===== src/rtl/program_sequencer.sv =====
// Program sequencer for the Jac1-8 core.
// Owns the program counter, resolves goto/ifz/ifnz/nop locally and hands every
// other instruction to the datapath over a valid/done handshake. Provides
// start/halt run control, a retired-instruction counter and a sticky
// out-of-range fault.
module program_sequencer #(
  parameter int PC_WIDTH  = 8,
  parameter int IR_WIDTH  = 16,
  parameter int CMD_CNT   = 64,
  parameter int CNT_WIDTH = 16
) (
  input  logic                 clk,
  input  logic                 res_n,
  input  logic                 start,
  input  logic                 halt,
  input  logic [IR_WIDTH-1:0]  ir,
  input  logic                 zero,
  input  logic                 exec_done,
  output logic [PC_WIDTH-1:0]  pc,
  output logic                 exec_valid,
  output logic [IR_WIDTH-1:0]  exec_ir,
  output logic                 busy,
  output logic                 fault,
  output logic [CNT_WIDTH-1:0] retired
);

  localparam logic [1:0] ST_IDLE  = 2'd0;
  localparam logic [1:0] ST_FETCH = 2'd1;
  localparam logic [1:0] ST_ISSUE = 2'd2;
  localparam logic [1:0] ST_FAULT = 2'd3;

  localparam logic [4:0] OP_GOTO = 5'b10000;
  localparam logic [4:0] OP_IFZ  = 5'b10001;
  localparam logic [4:0] OP_IFNZ = 5'b10010;

  localparam logic [31:0] CMD_LIMIT = 32'(CMD_CNT);

  logic [1:0]           state_q, state_d;
  logic [PC_WIDTH-1:0]  pc_q, pc_d;
  logic                 exec_valid_q, exec_valid_d;
  logic [IR_WIDTH-1:0]  exec_ir_q, exec_ir_d;
  logic                 fault_q, fault_d;
  logic [CNT_WIDTH-1:0] retired_q, retired_d;

  logic [4:0]           op;
  logic [PC_WIDTH-1:0]  param;
  logic [PC_WIDTH-1:0]  pc_inc;
  logic [PC_WIDTH-1:0]  pc_skip;

  // Retirement bookkeeping shared by every instruction that moves the pc.
  logic                 retire;
  logic [PC_WIDTH-1:0]  next_pc;
  logic [1:0]           resume_state;

  assign op      = ir[15:11];
  assign param   = PC_WIDTH'(ir[7:0]);
  assign pc_inc  = pc_q + PC_WIDTH'(1);
  assign pc_skip = pc_inc + param;

  // Next-state, pc and handshake logic; a retiring instruction whose target
  // leaves program memory diverts to FAULT but still loads the pc and counts.
  always_comb begin
    state_d      = state_q;
    pc_d         = pc_q;
    exec_valid_d = exec_valid_q;
    exec_ir_d    = exec_ir_q;
    fault_d      = fault_q;
    retired_d    = retired_q;
    retire       = 1'b0;
    next_pc      = pc_q;
    resume_state = state_q;

    case (state_q)
      ST_IDLE: begin
        if (start && !halt) begin
          state_d = ST_FETCH;
        end
      end

      ST_FETCH: begin
        if (halt) begin
          state_d = ST_IDLE;
        end else if (ir == '0) begin
          retire       = 1'b1;
          next_pc      = pc_inc;
          resume_state = ST_FETCH;
        end else if (op == OP_GOTO) begin
          retire       = 1'b1;
          next_pc      = param;
          resume_state = ST_FETCH;
        end else if (op == OP_IFZ) begin
          retire       = 1'b1;
          next_pc      = zero ? pc_skip : pc_inc;
          resume_state = ST_FETCH;
        end else if (op == OP_IFNZ) begin
          retire       = 1'b1;
          next_pc      = zero ? pc_inc : pc_skip;
          resume_state = ST_FETCH;
        end else begin
          exec_ir_d    = ir;
          exec_valid_d = 1'b1;
          state_d      = ST_ISSUE;
        end
      end

      ST_ISSUE: begin
        if (exec_done) begin
          exec_valid_d = 1'b0;
          retire       = 1'b1;
          next_pc      = pc_inc;
          resume_state = halt ? ST_IDLE : ST_FETCH;
        end
      end

      ST_FAULT: begin
        exec_valid_d = 1'b0;
        if (start) begin
          pc_d    = '0;
          fault_d = 1'b0;
          state_d = ST_FETCH;
        end
      end

      default: begin
        state_d = ST_IDLE;
      end
    endcase

    if (retire) begin
      pc_d      = next_pc;
      retired_d = retired_q + CNT_WIDTH'(1);
      if (32'(next_pc) >= CMD_LIMIT) begin
        fault_d = 1'b1;
        state_d = ST_FAULT;
      end else begin
        state_d = resume_state;
      end
    end
  end

  // State registers with asynchronous active-low reset.
  always_ff @(posedge clk or negedge res_n) begin
    if (!res_n) begin
      state_q      <= ST_IDLE;
      pc_q         <= '0;
      exec_valid_q <= 1'b0;
      exec_ir_q    <= '0;
      fault_q      <= 1'b0;
      retired_q    <= '0;
    end else begin
      state_q      <= state_d;
      pc_q         <= pc_d;
      exec_valid_q <= exec_valid_d;
      exec_ir_q    <= exec_ir_d;
      fault_q      <= fault_d;
      retired_q    <= retired_d;
    end
  end

  assign pc         = pc_q;
  assign exec_valid = exec_valid_q;
  assign exec_ir    = exec_ir_q;
  assign fault      = fault_q;
  assign retired    = retired_q;
  assign busy       = (state_q == ST_FETCH) || (state_q == ST_ISSUE);

endmodule


===== config.mk =====
export PLATFORM = sky130hd
export DESIGN_NAME = program_sequencer
export DESIGN_NICKNAME = d
export VERILOG_FILES = /design/src/rtl/program_sequencer.sv
export SDC_FILE = /design/constraint.sdc
export NUM_CORES = 1
export LEC_CHECK = 0
export BUFFER_PORTS_ARGS = -buffer_cell sky130_fd_sc_hd__buf_2
export CORE_ASPECT_RATIO = 0.7
export CORE_MARGIN = 8
export CORE_UTILIZATION = 40
export CTS_BUF_LIST = sky130_fd_sc_hd__clkbuf_4 sky130_fd_sc_hd__clkbuf_8 sky130_fd_sc_hd__clkbuf_16
export CTS_CLUSTER_SIZE = 30
export DETAILED_ROUTE_END_ITERATION = 10
export GPL_ROUTABILITY_DRIVEN = 0
export PLACE_DENSITY = 0.63
export RECOVER_POWER = 50
export SLEW_MARGIN = 20
export SYNTH_ARGS = -nofsm -noshare
export SYNTH_HDL_FRONTEND = slang
export SYNTH_SLANG_ARGS = --single-unit

===== constraint.sdc =====
create_clock -name clk -period 3.4 [get_ports clk]
set_input_delay 0.17 -clock clk [delete_from_list [all_inputs] [get_ports clk]]
set_output_delay 0.17 -clock clk [all_outputs]
set_load 0.05 [all_outputs]

==> flow_summary.toml, run 1 <==
[synthesis]
synth_area_um2 = 3380
syn_inst = 378
yosys.area.top_type_share = 0.326
synth-edff-count = 0
yosysTopAreaCell = "dfrtp_1"
postSynthNetCount = 414
synth_cell_type_count = 67
ys.flop_type = "dfrtp_1"
synth_commonest_cells = "dfrtp_1, nand2_1, a21oi_1"
synth-seq-cells = 44
ys_seq_area_frac = 0.326
syn_avg_cell_area_um2 = 8.93
ys_top_cells_by_area = "dfrtp_1, mux2_2, xnor2_1"
yosysMostFrequentCell = "dfrtp_1"
ys.warnings.count = 0
async_flop_share = 1.00

[clocking]
h-tree-depth = 2
tritoncts = "built"
clk_pin_slew_worst_paths_ns = 0.07
root_buffer = "clkbuf_16"
cts_buffers = 5
clk_path_buf_depth = 2
cts_sinks = 44
clk_latency_ns = 0.29

[timing]
clock.fmax_mhz = 309
hold_viol = 0
post-route-min-period_ns = 3.24
setup-violations-final = 0
min_period_over_period = 0.952
tightest_slew_ns = 0.799
final-max-slew-violation-count = 0
rsz0062_at_grt = "false"
clock_skew_ns = 0.00626
slew_headroom = 0.466
hold_ws_ns = 0.135
tns_ns = 0

[route]
drtAntennaViolNets = 0
drt_iter0_markers = 357
drc_errors = 0
post_drt_via_cell_ratio = 5.93
wire_per_inst_um = 18.7
wirelength_um = 10100
drt_first_pass_iters = 5
vias = 3228

[floorplan]
std_cell_rows = 28
die_area_um2 = 11700
initial_utilization = 0.405
dieWidth_um = 126
coreArea_um2 = 8340
die_y_um = 92.9
io_pins = 65

[global_routing]
grt_use_total = 0.174
grt_pass1_vias = 3142
grt_max_degree = 45
overflow = 0
antenna_found_initial = 0
grt_pass1_wl_um = 16500

[critical_path]
r2r_slack_ns = 0.16
cp_data_required_time_ns = 3.62
crit_path_end_kind = "flop"
crit_type = "reg2reg"
cp.arrival_ns = 3.45
critPathMaxFanout = 7
start_kind = "flop"

[power]
p_sw_mw = 1.76
vdd_drop_max_mv = 0.375
p_seq_frac = 0.252
power_leakage_nw = 1.71
swShare = 0.513
p_per_area_nw_per_um2 = 856
clockPowerShare = 0.168
power.internal_mw = 1.67
power_frac_comb = 0.579

[cells_and_area]
syn_to_final_growth_pct = 18.6
fin_area_um2 = 4000
diodes = 0
drive_above_1_share = 0.239
utilization = 0.480
fin_nets = 474

[place]
placed_area_um2 = 3800
port_buffers = 64
hpwl_um = 7690

[flow_run]
max-cap-violations = 0

[hold_path]
hold_path.class = "in2reg"

[status]
status = "finished, final reports clean"
sequential cells by signal, summed over array words and instances (netlist names):
name / count
retired: 16
state_q: 2
exec_valid: 1
pc: 8
exec_ir: 16
fault: 1
power by group through the flow:
stage / Sequential [mW] / Combinational, mW / Clock [mW]
floorplan: 1.38 / 0.983 / 0
global placement: 0.856 / 1.95 / 0
detailed placement: 0.864 / 1.98 / 0
CTS: 0.858 / 1.98 / 0.590
global route: 0.895 / 2.14 / 0.605
finish: 0.864 / 1.99 / 0.577
cells by family after synthesis:
family	after synthesis	share of synthesized area
AND/OR/NAND/NOR	123	0.203
adder cells (fa/ha/maj)	14	0.0541
buffers and inverters	35	0.0411
AO/OA/AOI/OAI	115	0.237
multiplexers	21	0.0686
XOR/XNOR	26	0.0697
flip-flops	44	0.326
final timing paths:
kind                                          from                 endpoint  depth (start not counted)
max reg2reg                      pc[1]$_DFFE_PN0P_   state_q[1]$_DFFE_PN0P_                         13
min in group asynchronous                    res_n  exec_ir[11]$_DFFE_PN0P_                          2
max                              pc[1]$_DFFE_PN0P_   state_q[1]$_DFFE_PN0P_                         13
min                                         ir[10]  exec_ir[10]$_DFFE_PN0P_                          2
min reg2reg                retired[15]$_DFFE_PN0P_  retired[15]$_DFFE_PN0P_                          1
max in group asynchronous                    res_n        pc[2]$_DFFE_PN0P_                          2
metrics by stage:
step | total power, mW | cells | setup slack [ns]
after floorplan | 2.36 | 378 | 0.0169
after global placement | 2.81 | 533 | 0.187
after detailed placement | 2.84 | 533 | 0.0578
after CTS | 3.43 | 541 | 0.0462
after global routing | 3.64 | 544 | 0.00595
final | 3.43 | 544 | 0.164
worst max-delay path, stage by stage, from the launching register on:
cell and delay [ns]:
dfrtp_2 0.42, ha_1 0.23, and2_1 0.19, nand2_1 0.14
xnor2_2 0.26, ha_1 0.32, and3_1 0.22, a221oi_2 0.27
a21oi_1 0.13, mux2i_1 0.15, o31ai_2 0.32, o21ai_1 0.17
a21oi_1 0.22, o21bai_1 0.13
routing by layer:
metal,vias up,track usage,share of wire
met5,-,0,0
met4,0,0.0269,0.0088
met3,10,0.0402,0.091
met2,139,0.258,0.42
met1,1557,0.254,0.48
li1,1522,-,-
timing repair:
action | CTS | global route
setup buffers | 0 | 2
hold buffers | 0 | 1
gates resized for setup | 0 | 7
endpoints found under the hold margin | 0 | 44
setup endpoints to repair | 0 | 4
cell type report:
class / instances / area [µm²]
Fill cell: 818 / 4330
Sequential cell: 44 / 1100
Multi-Input combinational cell: 299 / 2170
Clock inverter: 3 / 46.3
Inverter: 13 / 48.8
Tap cell: 105 / 131
Timing Repair Buffer: 75 / 382
Clock buffer: 5 / 125
placed cells by master (no fill, tap or decap), drive strengths merged, types with 11 or more instances in the layout:
cell    synthesis  routed
dfrtp          44      44
nand3          11      11
nand2          37      37
inv            13      14
ha             13      13
clkbuf         14      26
buf             8      53
xnor2          19      19
a21oi          31      31
mux2           17      17
o21ai          24      24
nor2           23      23
Note: power is estimated with default switching activity, not from simulation.
==> run 2: changes to the inputs <==
--- a/config.mk
+++ b/config.mk
@@ -5,6 +5,7 @@
 export SDC_FILE = /design/constraint.sdc
 export NUM_CORES = 1
 export LEC_CHECK = 0
+export ABC_AREA = 1
 export BUFFER_PORTS_ARGS = -buffer_cell sky130_fd_sc_hd__buf_2
 export CORE_ASPECT_RATIO = 0.7
 export CORE_MARGIN = 8
@@ -13,7 +14,7 @@
 export CTS_CLUSTER_SIZE = 30
 export DETAILED_ROUTE_END_ITERATION = 10
 export GPL_ROUTABILITY_DRIVEN = 0
-export PLACE_DENSITY = 0.63
+export PLACE_DENSITY = 0.64
 export RECOVER_POWER = 50
 export SLEW_MARGIN = 20
 export SYNTH_ARGS = -nofsm -noshare
==> run 2 against run 1 <==
Effect of this change: design area is 5.9% lower; the run now ends with capacitance limit, slew limit left; critical endpoint is now state_q[0]$_DFFE_PN0P_; final cell count grew 6.4%; maximum frequency rose by 4.8%; sequential share of layout area increased by 1.6 points; clock power grew 6.6%; die area shrank 5.6%; first-iteration DRC count decreased by 33%; critical path depth grew 8; count of clock-buffer cells in the layout did not move; wire length shrank 16%; synthesized cell count rose by 8.2%.
==> flow_summary.toml, run 2 <==
[status]
status = "finished with violations"
violations = "capacitance limit, slew limit"

[floorplan]
std_cell_rows = 27
dieWidth_um = 122
coreArea_um2 = 7770
io_pins = 65
initial_utilization = 0.406
die_area_um2 = 11000
die_y_um = 90.3

[critical_path]
crit_chain = "inv_1 -> nor2_4 -> inv_1 -> nor2_1 -> xor2_2 -> inv_1 -> ha_1 -> nand2_1 -> or2_2 -> nand3_1 -> nand2_1 -> nand3_1 -> nand3_1 -> nand2_1 -> nand2_1 -> nand2_1 -> nand2_1 -> nand3_1 -> nand2_1 -> nand2_1 -> o21ai_1"
crit_type = "reg2reg"
cpPeakStageDelay_ns = 0.45
path_delay_family = "simple AND/OR/NAND/NOR gates"
critPathMaxFanout = 6
cp.arrival_ns = 3.25
cp_data_required_time_ns = 3.56
path_buf_inv = 3
start_kind = "flop"
crit_top_cell = "nand2_1"
crit_path_end_kind = "flop"
crit_slowest_cell = "dfrtp_1"

[power]
p_per_area_nw_per_um2 = 858
power_leakage_nw = 1.89
vdd_drop_max_mv = 0.433

[synthesis]
ys.warnings.count = 0
synth_area_um2 = 3160
synth_cell_type_count = 42
syn_avg_cell_area_um2 = 7.72
syn_inst = 409
synth_commonest_cells = "nand2_1, inv_1, dfrtp_1"
synth_simple_gate_area_share = 0.285
synth-compound-area-share = 0.132
yosysMostFrequentCell = "nand2_1"
ys_top_cells_by_area = "dfrtp_1, nand2_1, inv_1"
synth_xor_area_frac = 0.0555
yosysTopAreaCell = "dfrtp_1"
async_flop_share = 1.00
synth-seq-cells = 44
postSynthNetCount = 445
yosys.area.top_type_share = 0.349
ys_seq_area_frac = 0.349
synth_adder_area_share = 0.0579
synth_top_family_by_area = "simple AND/OR/NAND/NOR gates"
synth-edff-count = 0
ys.flop_type = "dfrtp_1"
muxShareOfSynthArea = 0.0500

[timing]
slew_headroom = -0.662
min_period_over_period = 0.908
clock.fmax_mhz = 324
tns_ns = 0
tightest_slew_ns = 2.49
post-route-min-period_ns = 3.09
setup-violations-final = 0
setup_slack_ns = 0.312
hold_viol = 0
final-max-slew-violation-count = 45
clock_skew_ns = 0.00608

[global_routing]
met1_usage = 0.232
grt_max_degree = 45
antenna_found_initial = 0
grt_pass1_wl_um = 14400
met2_usage = 0.227
overflow = 0
grt_util_met3 = 0.0369
grt_pass1_vias = 2890
grt-busiest-layer = "met1"
grt_use_total = 0.158

[hold_path]
hold_path.class = "in2reg"

[clocking]
tritoncts = "built"
clk_path_buf_depth = 2
clk_latency_ns = 0.28
cts_buffers = 5
root_buffer = "clkbuf_16"
h-tree-depth = 2
postCtsSetupRepairBufs = 0
cts_sinks = 44
clk_pin_slew_worst_paths_ns = 0.06

[flow_run]
max-cap-violations = 1

[place]
hpwl_um = 6630
dpl_worst_slack_ns = 0.264
placed_area_um2 = 3590
dp.cells = 571
port_buffers = 64

[cells_and_area]
fin_nets = 514
instances_no_fill = 579
fin_area_um2 = 3770
final_cell_mix = "nand2_1, inv_1, dfrtp_1"
drive_above_1_share = 0.184
diodes = 0
utilization = 0.485
final_common_cell = "nand2_1"
syn_to_final_growth_pct = 19.4

[route]
wirelength_um = 8570
post_drt_via_cell_ratio = 5.23
drtAntennaViolNets = 0
drt_iter0_markers = 238
drt_first_pass_iters = 5
vias = 3029
wire_per_inst_um = 14.8
drc_errors = 0
==> run 2: path summary, 6_finish.rpt <==
path | start | endpoint | slack (ns) | depth (start not counted)
setup / recovery | pc[0]$_DFFE_PN0P_ | state_q[0]$_DFFE_PN0P_ | 0.31 | 21
hold / removal | ir[8] | exec_ir[8]$_DFFE_PN0P_ | 0.14 | 2
setup reg to reg | pc[0]$_DFFE_PN0P_ | state_q[0]$_DFFE_PN0P_ | 0.31 | 21
hold reg to reg | exec_valid$_DFFE_PN0P_ | exec_valid$_DFFE_PN0P_ | 0.49 | 2
max in group asynchronous | res_n | state_q[1]$_DFFE_PN0P_ | 0.78 | 2
min in group asynchronous | res_n | pc[0]$_DFFE_PN0P_ | 1.21 | 2
==> run 2: routing by layer <==
metal / wire [µm] / vias up
met3: 599 / 4
met4: 57 / 0
met5: 0 / -
li1: - / 1491
met1: 4380 / 1408
met2: 3540 / 126
==> run 2: worst reg2reg max path, stage by stage (launching register included) <==
cell and delay (ns):
dfrtp_1 0.45, inv_1 0.16, nor2_4 0.19, inv_1 0.05, nor2_1 0.16, xor2_2 0.24
inv_1 0.08, ha_1 0.35, nand2_1 0.09, or2_2 0.31, nand3_1 0.08, nand2_1 0.07
nand3_1 0.07, nand3_1 0.08, nand2_1 0.09, nand2_1 0.06, nand2_1 0.08, nand2_1 0.07
nand3_1 0.09, nand2_1 0.09, nand2_1 0.07, o21ai_1 0.07
==> run 2: layout make-up <==
type | instances | area (µm²)
Clock inverter | 2 | 60.1
Inverter | 52 | 195
Tap cell | 101 | 126
Timing Repair Buffer | 67 | 318
Multi-Input combinational cell | 308 | 1840
Fill cell | 799 | 4000
Clock buffer | 5 | 125
Sequential cell | 44 | 1100
==> run 2: report_power, final <==
| group | total, mW | leakage, nW | switching, mW | internal [mW] |
|---|---|---|---|---|
| Sequential | 0.831 | 0.564 | 0.136 | 0.695 |
| Combinational | 1.79 | 1.23 | 1.29 | 0.493 |
| Clock | 0.615 | 0.0899 | 0.198 | 0.417 |
==> run 2: logic make-up (layout without fill, tap and decap cells) <==
logic type / after synthesis / after routing
flip-flops: 44 / 44
XOR/XNOR: 20 / 20
adder cells (fa/ha/maj): 14 / 14
buffers and inverters: 57 / 126
multiplexers: 14 / 14
AO/OA/AOI/OAI: 71 / 71
AND/OR/NAND/NOR: 189 / 189
==> run 2: repair_timing <==
action,4_1_cts,5_1_grt
hold buffers,0,1
resized for setup,0,2
endpoints found under the hold margin,0,44
endpoints found under the setup margin,0,2
==> run 2: through the flow <==
step / power (mW) / hold slack, ns
after floorplan: 2.21 / -0.126
after global placement: 2.62 / 0.397
after detailed placement: 2.64 / 0.408
after CTS: 3.28 / 0.105
after global routing: 3.45 / 0.131
final: 3.23 / 0.135
==> run 3: changes to the inputs <==
--- a/config.mk
+++ b/config.mk
@@ -10,12 +10,12 @@
 export CORE_ASPECT_RATIO = 0.7
 export CORE_MARGIN = 8
 export CORE_UTILIZATION = 40
-export CTS_BUF_LIST = sky130_fd_sc_hd__clkbuf_4 sky130_fd_sc_hd__clkbuf_8 sky130_fd_sc_hd__clkbuf_16
+export CTS_BUF_LIST = sky130_fd_sc_hd__clkbuf_8
 export CTS_CLUSTER_SIZE = 30
 export DETAILED_ROUTE_END_ITERATION = 10
 export GPL_ROUTABILITY_DRIVEN = 0
 export PLACE_DENSITY = 0.64
-export RECOVER_POWER = 50
+export RECOVER_POWER = 25
 export SLEW_MARGIN = 20
 export SYNTH_ARGS = -nofsm -noshare
 export SYNTH_HDL_FRONTEND = slang
==> run 3 against run 2 <==
Effect of this change: the run still ends with capacitance limit, slew limit left; sequential share of layout area is 0.23 points higher; clock power down 23%; critical path type unchanged; flip-flop and latch count stayed put; final cell count unchanged; critical path depth is the same; global-route usage decreased by 0.15 points.
==> flow_summary.toml, run 3 (synthesis results as in run 2) <==
[clocking]
clk_path_buf_depth = 2
h-tree-depth = 2
postCtsSetupRepairBufs = 0
tritoncts = "built"
root_buffer = "clkbuf_8"
cts_buffers = 5
clk_latency_ns = 0.29
clk_pin_slew_worst_paths_ns = 0.09
cts_sinks = 44

[hold_path]
hold_path.class = "in2reg"

[global_routing]
grt_use_total = 0.157
overflow = 0
grt_max_degree = 45
antenna_found_initial = 0
grt_pass1_wl_um = 14400
grt_pass1_vias = 2890

[route]
post_drt_via_cell_ratio = 5.25
drt_iter0_markers = 276
wirelength_um = 8490
drtAntennaViolNets = 0
drc_errors = 0
drt_first_pass_iters = 5
wire_per_inst_um = 14.7
vias = 3041

[floorplan]
die_area_um2 = 11000
std_cell_rows = 27
coreArea_um2 = 7770
io_pins = 65
dieWidth_um = 122
die_y_um = 90.3
initial_utilization = 0.406

[timing]
hold_ws_ns = 0.122
tns_ns = 0
min_period_over_period = 0.912
hold_viol = 0
clock.fmax_mhz = 323
clock_skew_ns = 0.00479
tightest_slew_ns = 2.43
setup-violations-final = 0
final-max-slew-violation-count = 45
slew_headroom = -0.620
post-route-min-period_ns = 3.10

[status]
status = "finished with violations"
violations = "capacitance limit, slew limit"

[power]
vdd_drop_max_mv = 0.413
p_per_area_nw_per_um2 = 834
power_leakage_nw = 1.93
power_mw = 3.12

[critical_path]
cp_data_required_time_ns = 3.58
critPathMaxFanout = 6
crit_path_end_kind = "flop"
crit_type = "reg2reg"
start_kind = "flop"
cp.arrival_ns = 3.28

[place]
port_buffers = 64
hpwl_um = 6630
dp.cells = 571
placed_area_um2 = 3590

[cells_and_area]
syn_to_final_growth_pct = 18.5
diodes = 0
final_cell_mix = "nand2_1, buf_2, inv_1"
final_common_cell = "nand2_1"
num-fill-cells = 793
drive_above_1_share = 0.228
fin_area_um2 = 3740
fin_nets = 514
instances_no_fill = 579

[flow_run]
max-cap-violations = 1
run 3: changes by cell type in the layout (fill, tap and decap cells not counted), sizes merged:
cell | before | now
buf | 44 | 65
clkbuf | 27 | 6
run 3: metal layers:
metal | GRT usage | vias to the layer above | wire length, µm
li1 | - | 1497 | -
met1 | 0.229 | 1412 | 4190
met2 | 0.227 | 126 | 3510
met3 | 0.0394 | 6 | 727
met4 | 0.0313 | 0 | 64
met5 | 0 | - | 0
run 3: area by class of cell:
cell class	count	area, µm²	area share
clock buffer	5	68.8	0.0184
multi-input combinational	308	1840	0.493
tap	101	126	0.0338
timing repair buffer	67	344	0.0920
sequential	44	1100	0.295
inverter	52	195	0.0522
clock inverter	2	60.1	0.0161
run 3: report_power, final:
group	switching (mW)	total (mW)	internal, mW
Clock	0.183	0.473	0.289
Sequential	0.132	0.826	0.694
Combinational	1.29	1.82	0.527
Total	1.61	3.12	1.51
run 3: worst paths after layout:
kind / end / cells past startpoint / slack [ns] / startpoint
max: state_q[0]$_DFFE_PN0P_ / 21 / 0.30 / pc[0]$_DFFE_PN0P_
min: exec_ir[8]$_DFFE_PN0P_ / 2 / 0.12 / ir[8]
max reg2reg: state_q[0]$_DFFE_PN0P_ / 21 / 0.30 / pc[0]$_DFFE_PN0P_
min reg2reg: exec_valid$_DFFE_PN0P_ / 2 / 0.49 / exec_valid$_DFFE_PN0P_
max in group asynchronous: retired[5]$_DFFE_PN0P_ / 2 / 0.86 / res_n
min in group asynchronous: exec_ir[2]$_DFFE_PN0P_ / 2 / 1.16 / res_n
run 3: timing repair:
item,CTS,global route
resized for setup,0,2
endpoints found under the setup margin,0,2
hold endpoints to repair,0,44
hold buffers,0,1
run 3: critical path, cell delays in order (launching register included):
cell and delay, ns:
dfrtp_1 0.45, inv_1 0.16, nor2_4 0.19, inv_1 0.05, nor2_1 0.15, xor2_2 0.24
inv_1 0.08, ha_1 0.35, nand2_1 0.09, or2_2 0.31, nand3_1 0.08, nand2_1 0.07
nand3_1 0.07, nand3_1 0.08, nand2_1 0.09, nand2_1 0.06, nand2_1 0.08, nand2_1 0.07
nand3_1 0.09, nand2_1 0.10, nand2_1 0.07, o21ai_1 0.07
run 3: per-stage QoR:
| stage | util | setup WS [ns] |
|---|---|---|
| 5_1_grt | 0.481 | -0.00374 |
| 4_1_cts | 0.478 | 0.223 |
| 3_3_place_gp | 0.462 | 0.447 |
| 3_5_place_dp | 0.462 | 0.264 |
| 2_1_floorplan | - | 0.286 |
| 6_report | 0.481 | 0.299 |
